==> src/rtl/multicycle_alu.sv <==
// Registered ALU with valid/ready handshakes on both sides and an iterative
// shift-add multiplier that occupies the unit for WIDTH cycles.
module multicycle_alu #(
  parameter int WIDTH = 32,
  parameter int SHW   = $clog2(WIDTH)
) (
  input  logic             clk,
  input  logic             rst,
  input  logic             in_valid,
  output logic             in_ready,
  input  logic [3:0]       op,
  input  logic [WIDTH-1:0] a,
  input  logic [WIDTH-1:0] b,
  input  logic [SHW-1:0]   shamt,
  output logic             out_valid,
  input  logic             out_ready,
  output logic [WIDTH-1:0] result,
  output logic             zero,
  output logic             negative,
  output logic             carry,
  output logic             overflow,
  output logic             busy
);

  localparam logic [3:0] OP_ADD  = 4'b0000;
  localparam logic [3:0] OP_NEG  = 4'b0001;
  localparam logic [3:0] OP_SUB  = 4'b0010;
  localparam logic [3:0] OP_AND  = 4'b0011;
  localparam logic [3:0] OP_XOR  = 4'b0100;
  localparam logic [3:0] OP_SLL  = 4'b0101;
  localparam logic [3:0] OP_SRL  = 4'b0110;
  localparam logic [3:0] OP_SRA  = 4'b0111;
  localparam logic [3:0] OP_SRLV = 4'b1000;
  localparam logic [3:0] OP_SLLV = 4'b1001;
  localparam logic [3:0] OP_SRAV = 4'b1010;
  localparam logic [3:0] OP_MUL  = 4'b1011;

  localparam logic [0:0] ST_IDLE = 1'b0;
  localparam logic [0:0] ST_MUL  = 1'b1;

  localparam logic [WIDTH-1:0] ONE      = {{(WIDTH-1){1'b0}}, 1'b1};
  localparam logic [SHW:0]     CNT_ONE  = {{SHW{1'b0}}, 1'b1};
  localparam logic [SHW:0]     CNT_LAST = (SHW+1)'(WIDTH - 1);

  // Single-cycle opcode evaluation; returns {carry, overflow, result}.
  function automatic logic [WIDTH+1:0] alu_eval(
    input logic [3:0]       f_op,
    input logic [WIDTH-1:0] f_a,
    input logic [WIDTH-1:0] f_b,
    input logic [SHW-1:0]   f_sh
  );
    logic [WIDTH:0]          sum;
    logic [WIDTH-1:0]        opb;
    logic [WIDTH-1:0]        res;
    logic signed [WIDTH-1:0] sa;
    logic                    is_sub;
    logic                    c;
    logic                    v;
    logic [SHW-1:0]          vsh;
    sa     = f_a;
    vsh    = f_b[SHW-1:0];
    is_sub = (f_op == OP_SUB);
    opb    = is_sub ? ~f_b : f_b;
    sum    = {1'b0, f_a} + {1'b0, opb} + {{WIDTH{1'b0}}, is_sub};
    res    = '0;
    c      = 1'b0;
    v      = 1'b0;
    case (f_op)
      OP_ADD, OP_SUB: begin
        res = sum[WIDTH-1:0];
        c   = sum[WIDTH];
        v   = (f_a[WIDTH-1] == opb[WIDTH-1]) && (sum[WIDTH-1] != f_a[WIDTH-1]);
      end
      OP_NEG:  res = ~f_a + ONE;
      OP_AND:  res = f_a & f_b;
      OP_XOR:  res = f_a ^ f_b;
      OP_SLL:  res = f_a << f_sh;
      OP_SRL:  res = f_a >> f_sh;
      OP_SRA:  res = sa >>> f_sh;
      OP_SRLV: res = f_a >> vsh;
      OP_SLLV: res = f_a << vsh;
      OP_SRAV: res = sa >>> vsh;
      default: res = '0;
    endcase
    return {c, v, res};
  endfunction

  // Zero/negative derived from whatever value is about to be registered.
  function automatic logic [1:0] result_flags(input logic [WIDTH-1:0] f_r);
    return {(f_r == '0), f_r[WIDTH-1]};
  endfunction

  logic [0:0]       r_state;
  logic [SHW:0]     r_cnt;
  logic             r_out_valid;
  logic [WIDTH-1:0] r_acc;
  logic [WIDTH-1:0] r_mcand;
  logic [WIDTH-1:0] r_mplier;
  logic [WIDTH-1:0] r_result;
  logic             r_zero;
  logic             r_negative;
  logic             r_carry;
  logic             r_overflow;

  logic             w_in_ready;
  logic             w_accept;
  logic             w_accept_mul;
  logic             w_accept_alu;
  logic [WIDTH+1:0] w_eval;
  logic [1:0]       w_eval_flags;
  logic [WIDTH-1:0] w_acc_next;
  logic [1:0]       w_mul_flags;
  logic             w_mul_done;

  always_comb begin
    w_in_ready   = (r_state == ST_IDLE) && (!r_out_valid || out_ready);
    w_accept     = in_valid && w_in_ready;
    w_accept_mul = w_accept && (op == OP_MUL);
    w_accept_alu = w_accept && (op != OP_MUL);
    w_eval       = alu_eval(op, a, b, shamt);
    w_eval_flags = result_flags(w_eval[WIDTH-1:0]);
    w_acc_next   = r_mplier[0] ? (r_acc + r_mcand) : r_acc;
    w_mul_flags  = result_flags(w_acc_next);
    w_mul_done   = (r_state == ST_MUL) && (r_cnt == CNT_LAST);
  end

  // Control: FSM state, iteration counter and output-slot occupancy.
  always_ff @(posedge clk) begin
    if (rst) begin
      r_state     <= ST_IDLE;
      r_cnt       <= '0;
      r_out_valid <= 1'b0;
    end else begin
      case (r_state)
        ST_IDLE: begin
          if (out_ready) r_out_valid <= 1'b0;
          if (w_accept_mul) begin
            r_state <= ST_MUL;
            r_cnt   <= '0;
          end else if (w_accept_alu) begin
            r_out_valid <= 1'b1;
          end
        end
        ST_MUL: begin
          r_cnt <= r_cnt + CNT_ONE;
          if (w_mul_done) begin
            r_state     <= ST_IDLE;
            r_out_valid <= 1'b1;
          end
        end
        default: r_state <= ST_IDLE;
      endcase
    end
  end

  // Multiplier datapath: operands latch on accept, then shift once per cycle.
  always_ff @(posedge clk) begin
    if (w_accept_mul) begin
      r_acc    <= '0;
      r_mcand  <= a;
      r_mplier <= b;
    end else if (r_state == ST_MUL) begin
      r_acc    <= w_acc_next;
      r_mcand  <= r_mcand << 1;
      r_mplier <= r_mplier >> 1;
    end
  end

  // Output register: loads only when the slot is free or retiring.
  always_ff @(posedge clk) begin
    if (rst) begin
      r_result   <= '0;
      r_zero     <= 1'b0;
      r_negative <= 1'b0;
      r_carry    <= 1'b0;
      r_overflow <= 1'b0;
    end else if (w_accept_alu) begin
      r_result   <= w_eval[WIDTH-1:0];
      r_zero     <= w_eval_flags[1];
      r_negative <= w_eval_flags[0];
      r_carry    <= w_eval[WIDTH+1];
      r_overflow <= w_eval[WIDTH];
    end else if (w_mul_done) begin
      r_result   <= w_acc_next;
      r_zero     <= w_mul_flags[1];
      r_negative <= w_mul_flags[0];
      r_carry    <= 1'b0;
      r_overflow <= 1'b0;
    end
  end

  assign in_ready  = w_in_ready;
  assign out_valid = r_out_valid;
  assign result    = r_result;
  assign zero      = r_zero;
  assign negative  = r_negative;
  assign carry     = r_carry;
  assign overflow  = r_overflow;
  assign busy      = (r_state == ST_MUL);

endmodule
==> config.mk <==
export PLATFORM = sky130hd
export DESIGN_NAME = multicycle_alu
export DESIGN_NICKNAME = d
export VERILOG_FILES = /design/src/rtl/multicycle_alu.sv
export SDC_FILE = /design/constraint.sdc
export NUM_CORES = 1
export LEC_CHECK = 0
export CAP_MARGIN = 20
export CORE_ASPECT_RATIO = 1.4
export CORE_MARGIN = 2
export CORE_UTILIZATION = 30
export CTS_BUF_LIST = sky130_fd_sc_hd__clkbuf_4 sky130_fd_sc_hd__clkbuf_8
export DETAILED_ROUTE_END_ITERATION = 8
export MAX_ROUTING_LAYER = met4
export PLACE_DENSITY_LB_ADDON = 0.12
export SYNTH_ARGS = -nofsm -noshare
export SYNTH_HDL_FRONTEND = slang
export SYNTH_SLANG_ARGS = --single-unit
export TNS_END_PERCENT = 50
==> constraint.sdc <==
create_clock -name clk -period 12.8 [get_ports clk]
set_input_delay 1.92 -clock clk [delete_from_list [all_inputs] [get_ports clk]]
set_output_delay 1.92 -clock clk [all_outputs]
set_load 0.02 [all_outputs]
## Word-level counts from Yosys, hierarchy flattened

Index checks and enable logic that the tools add are counted.

- Bits of input ports: 77
- Register bits: 140
- Word-level logic and storage cells: 86

- Bitwise gates (word level): 5
- Multiplexer cells: 28
- Shift operators: 6
- Add/subtract/negate cells: 5
- Eq/ne operators: 17
- Reductions and logical operators: 14

Operators by type and width:

| cell | number |
|---|---|
| one-hot mux 32 bit (10 select lines) | 1 |
| two-way mux 32 bit | 8 |
| zero test 32 bit | 2 |
| inverter 32 bit | 2 |
| << shifter 32 x 5 -> 32 bit | 2 |
| >> shifter 32 x 5 -> 32 bit | 2 |
| >>> shifter 32 x 5 -> 32 bit | 2 |
| adder 32 x 32 -> 33 bit | 1 |
| adder 33 x 1 -> 33 bit | 1 |
| adder 32 x 1 -> 32 bit, second input constant | 1 |
| adder 32 bit | 1 |
| bitwise AND 32 bit | 1 |
| bitwise XOR 32 bit | 1 |
| equality test 4 x 3 -> 1 bit, second input constant | 4 |
| equality test 4 bit, second input constant | 4 |
| two-way mux 1 bit | 15 |
| one-hot mux 6 bit (2 select lines) | 1 |
| equality test 4 x 2 -> 1 bit, second input constant | 2 |
| adder 6 x 1 -> 6 bit, second input constant | 1 |
| equality test 6 x 5 -> 1 bit, second input constant | 1 |
| logical AND 1 bit | 6 |
| two-way mux 6 bit | 1 |
| equality test 4 x 1 -> 1 bit, second input constant | 1 |
| zero test 4 bit | 1 |
| other kinds (11) | 13 |

## Longest topological paths before layout

- Depth in word-level cells: 8
- Depth in mapped cells: 19
- Depth with buffers taken out: 15

## Worst setup path after synthesis

No wires, ideal clock.

- Path type: input-to-reg
- Start point: input op[3]
- End point: register r_result[31], in the netlist result[31]
- Slack: 6,839 ps
- Cell stages on the path: 17
- Path buffers: 3
- Arrival: 5,833 ps
- Required time: 12,672 ps
- Cells stage by stage: clkbuf_1 -> nor4b_1 -> clkbuf_1 -> clkbuf_1 -> xor2_1 -> ha_1 -> nand4_1 -> or3b_2 -> o211a_1 -> o31ai_1 -> a21oi_1 -> o31a_1 -> o211a_1 -> o21ai_0 -> nand2_1 -> a221oi_1 -> nor2_1

- Word-level cells in the longest chain between the ends: 6

RTL lines:

| what | RTL line | source |
|---|---|---|
| start, declared | 11 | `input logic [3:0] op,` |
| equality test 4 x 2 -> 1 bit | 62, 68 |  |
| two-way mux 32 bit | 63 | `opb = is_sub ? ~f_b : f_b;` |
| adder 32 x 32 -> 33 bit | 64 | `sum = {1'b0, f_a} + {1'b0, opb} + {{WIDTH{1'b0}}, is_sub};` |
| adder 33 x 1 -> 33 bit | 64 |  |
| one-hot mux 32 bit (10 select lines) | 68 | `case (f_op)` |
| two-way mux 32 bit | 177 | `end else if (w_accept_alu) begin` |
| end signal, assigned | 178 | `r_result <= w_eval[WIDTH-1:0];` |
| end signal, assigned | 184 | `r_result <= w_acc_next;` |
| end, declared | 99 | `logic [WIDTH-1:0] r_result;` |

Several ways; a longest one is shown, not always the timed one.
A chain may end at the register's enable or synchronous reset.

## Worst setup path in the final report

- Start point: input op[1]
- End point: register r_zero, in the netlist zero

- Word-level cells in the longest chain between the ends: 7

RTL lines:

| what | RTL line | source |
|---|---|---|
| equality test 4 x 2 -> 1 bit | 62, 68 |  |
| two-way mux 32 bit | 63 |  |
| adder 32 x 32 -> 33 bit | 64 |  |
| adder 33 x 1 -> 33 bit | 64 |  |
| one-hot mux 32 bit (10 select lines) | 68 |  |
| zero test 32 bit | 90 | `return {(f_r == '0), f_r[WIDTH-1]};` |
| two-way mux 1 bit | 177 |  |
| end signal, assigned | 179 | `r_zero <= w_eval_flags[1];` |
| end signal, assigned | 185 | `r_zero <= w_mul_flags[1];` |
| end, declared | 100 | `logic r_zero;` |

Several ways; a longest one is shown, not always the timed one.

==> results by group <==
Route
  • Number of routed nets with antenna violations: 0
  • Met2 WL: 50.8 mm
  • Detailed-route DRC error count: 0
  • Via density per instance: 6.26
  • Initial DRT Pass Iterations: 8
  • Drt total wl: 106 mm
  • Drt initial violations: 2143
  • Metal-1 WL: 40.6 mm
  • Wirelength per Cell: 31.7 um
  • Vias post-DR: 21000
  • Highest Signal Layer: met4
  • WL met3: 6.23 mm

Timing
  • Unrepaired setup endpoints after global routing: false
  • Final Hold Vio Count: 0
  • Final setup viols: 0
  • Max_slew headroom: around 18%
  • Slew Limit Fails: 0
  • Tmin final: 7.51 ns
  • Setup TNS: 0 ns
  • Setup WS post-layout: 5.29 ns
  • Clock Skew: 0.0227 ns
  • Least-Margin Pin Slew: 1.22 ns
  • Max Fclk: 133 MHz
  • Crit share post-route: 58.7%

Pwr
  • Comb power frac: between 50% and 60%
  • Sequential share of power: 26.7%
  • Sw frac: 47.3%
  • VDD IR-drop max: 58.2 uV
  • Part of the power in the clock network: 19.0%
  • P_leak: 8.33 nW
  • Cell Int Power: 1.08 mW
  • NetSw: 0.966 mW
  • Pwr per Cell Area: 96.7 nW/um^2

GRT
  • GRT Overall Usage: between 30% and 40%
  • Gr ovfl total: 0
  • Vias in the first global route: 20500
  • Global-route wire length before repair: 151 mm
  • Initial antenna violation count: 2
  • Pin count of the biggest net entering global routing: 64

Setup path
  • Class of the most critical setup path: in -> reg
  • Worst EP arrival: approximately 8 ns
  • CP required: 13.31 ns
  • CP startpoint kind: primary input
  • Kind of end point of the critical path: flop
  • CP max FO: 34

Yosys
  • Syn Inst Count: 2506
  • EDFF count, synth: 64
  • Most used DFF post-synth: dfxtp_1
  • Async SR Flop Fraction: 0%
  • Synth Area per Inst: between 7 and 8 sq um
  • Yosys cell types: 91
  • #FFs+latches synth: 139
  • Register area share after synthesis: 18.4%
  • Post-Syn Area: 18600 sq um
  • Post-Syn Nets: 2689
  • Synth warn: 0

Clocking
  • Clk pin slew, worst setup/hold paths: 0.09 ns
  • Hold buffer count at cts: 0
  • H-tree depth: 4
  • Max clock buf depth: 2
  • Worst-Skew Late Latency: 0.58 ns
  • Num CTS Buffers: 17
  • Root buffer cell: clkbuf_8
  • Post_cts resized: 0
  • CTS tree: built
  • Sink Count: 139
  • Postcts setup bufs: 0

Placed design
  • IO Port Bufs: 115
  • Pre-CTS setup slack: between 4 and 5 ns
  • Final HPWL DP: just over 80 mm
  • RD Place Congestion: about 1.1

Layout
  • Share of layout cells above drive strength 1: around 9%
  • Commonest non-fill, non-tap cell in the layout: nand2_1
  • Area growth, synth to finish: 13.5%
  • Nets@finish: 2694
  • Commonest non-fill, non-tap cells in the layout: 437 x nand2_1, 187 x a21oi_1, 174 x mux2i_1, 162 x nor2_1, 113 x clkdlybuf4s50_1

Floorplanning
  • Die width: 214 um
  • Die area: 64000 sq um
  • I/O Pins: 116
  • Core Box Area: 61600 sq um
  • Standard-cell row count: 108
  • Chip Height: roughly 300 um
  • Initial core utilization: 30.2%

Job
  • Max Cap Viol: 0

Min path
  • Hold crit path type: reg -> reg

Run status
  • Status: complete, no violations
-- critical path, stage by stage --
cell             delay, ns
clkdlybuf4s50_1       1.06
nor4b_2               0.33
buf_4                 0.50
xor2_1                0.13
ha_1                  0.42
nand4_1               0.14
or3b_2                0.46
o211a_1               0.22
o31ai_1               0.61
xnor2_1               0.19
nor2_1                0.11
nor4_1                0.92
and4_1                0.40
nand4_1               0.12
nor3_1                0.23
nand4_1               0.14
nand3_1               0.09
-- stage by stage --
stage / std cells / cell area (sq um) / hold WS, ns / total power [mW] / util [%]
after global placement: 3315 / 20700 / 0.462 / 1.63 / 33.6
after floorplan: 2506 / 18600 / 0.451 / 1.24 / -
final: 3351 / 21100 / 0.485 / 2.04 / 34.3
after global routing: 3351 / 21100 / 0.516 / 2.15 / 34.3
after CTS: 3348 / 21100 / 0.484 / 2.04 / 34.2
after detailed placement: 3316 / 20700 / 0.470 / 1.64 / 33.6
-- Yosys cell counts, drive strengths merged, types with 42 or more instances --
cell / instances / area (sq um)
edfxtp: 64 / 1920
nand3: 66 / 330
nand2b: 45 / 282
ha: 104 / 1300
xnor2: 49 / 429
nand2: 437 / 1640
a211oi: 46 / 345
mux2i: 186 / 1880
mux2: 42 / 473
buf: 56 / 275
o21ai: 99 / 495
dfxtp: 75 / 1500
a21oi: 188 / 945
xor2: 56 / 490
a22oi: 51 / 383
nor2: 163 / 612
clkbuf: 164 / 616
nor3: 79 / 400
-- power groups by stage --
stage	sequential, mW	clock, mW	combinational [mW]
after floorplan	0.554	0	0.689
after global placement	0.554	0	1.08
after detailed placement	0.555	0	1.08
after CTS	0.545	0.404	1.09
after global routing	0.552	0.414	1.18
final	0.546	0.389	1.11
-- logic make-up (layout without fill, tap and decap cells) --
| kind of cell | count (synthesis) | in the layout | share of synthesized area (%) |
|---|---|---|---|
| fa+ha+maj | 106 | 106 | 7.21 |
| buf+inv | 253 | 271 | 5.46 |
| simple gates | 949 | 949 | 23.8 |
| flops | 139 | 139 | 18.4 |
| mux | 241 | 241 | 14.2 |
| xor+xnor | 105 | 105 | 4.94 |
| other cells | 0 | 2 | 0 |
| compound gates | 713 | 713 | 26.0 |
-- path summary, 6_finish.rpt --
| path | cells after the start | start | slack [ns] | to |
|---|---|---|---|---|
| hold / removal | 2 | r_acc[17] | 0.48 | r_acc[17] |
| setup reg to reg | 13 | r_cnt[0] | 8.64 | zero |
| hold reg to reg | 2 | r_acc[17] | 0.48 | r_acc[17] |
| setup / recovery | 17 | op[1] | 5.29 | zero |
-- state kept, by name (all words and copies together), names as in the netlist --
signal	flops
r_mplier	32
r_cnt	6
carry	1
r_acc	32
result	32
zero	1
out_valid	1
r_mcand	32
busy	1
overflow	1
-- layout make-up --
class                   count  area (sq um)
diodes                      2          5.00
clock buffers              18           241
clock inverters            14           134
fillers                  6648         40500
inverters                  33           124
multi-input cells        2114         14300
flip-flops and latches    139          3420
well taps                 825          1030
repair buffers            206          1840
-- per-layer routing --
metal / vias to the layer above / track usage (%)
li1: 9373 / -
met1: 10300 / 37.2
met2: 991 / 55.5
met3: 328 / 4.95
met4: 0 / 22.6
met5: - / -
Power figures use the tool's default switching activity.
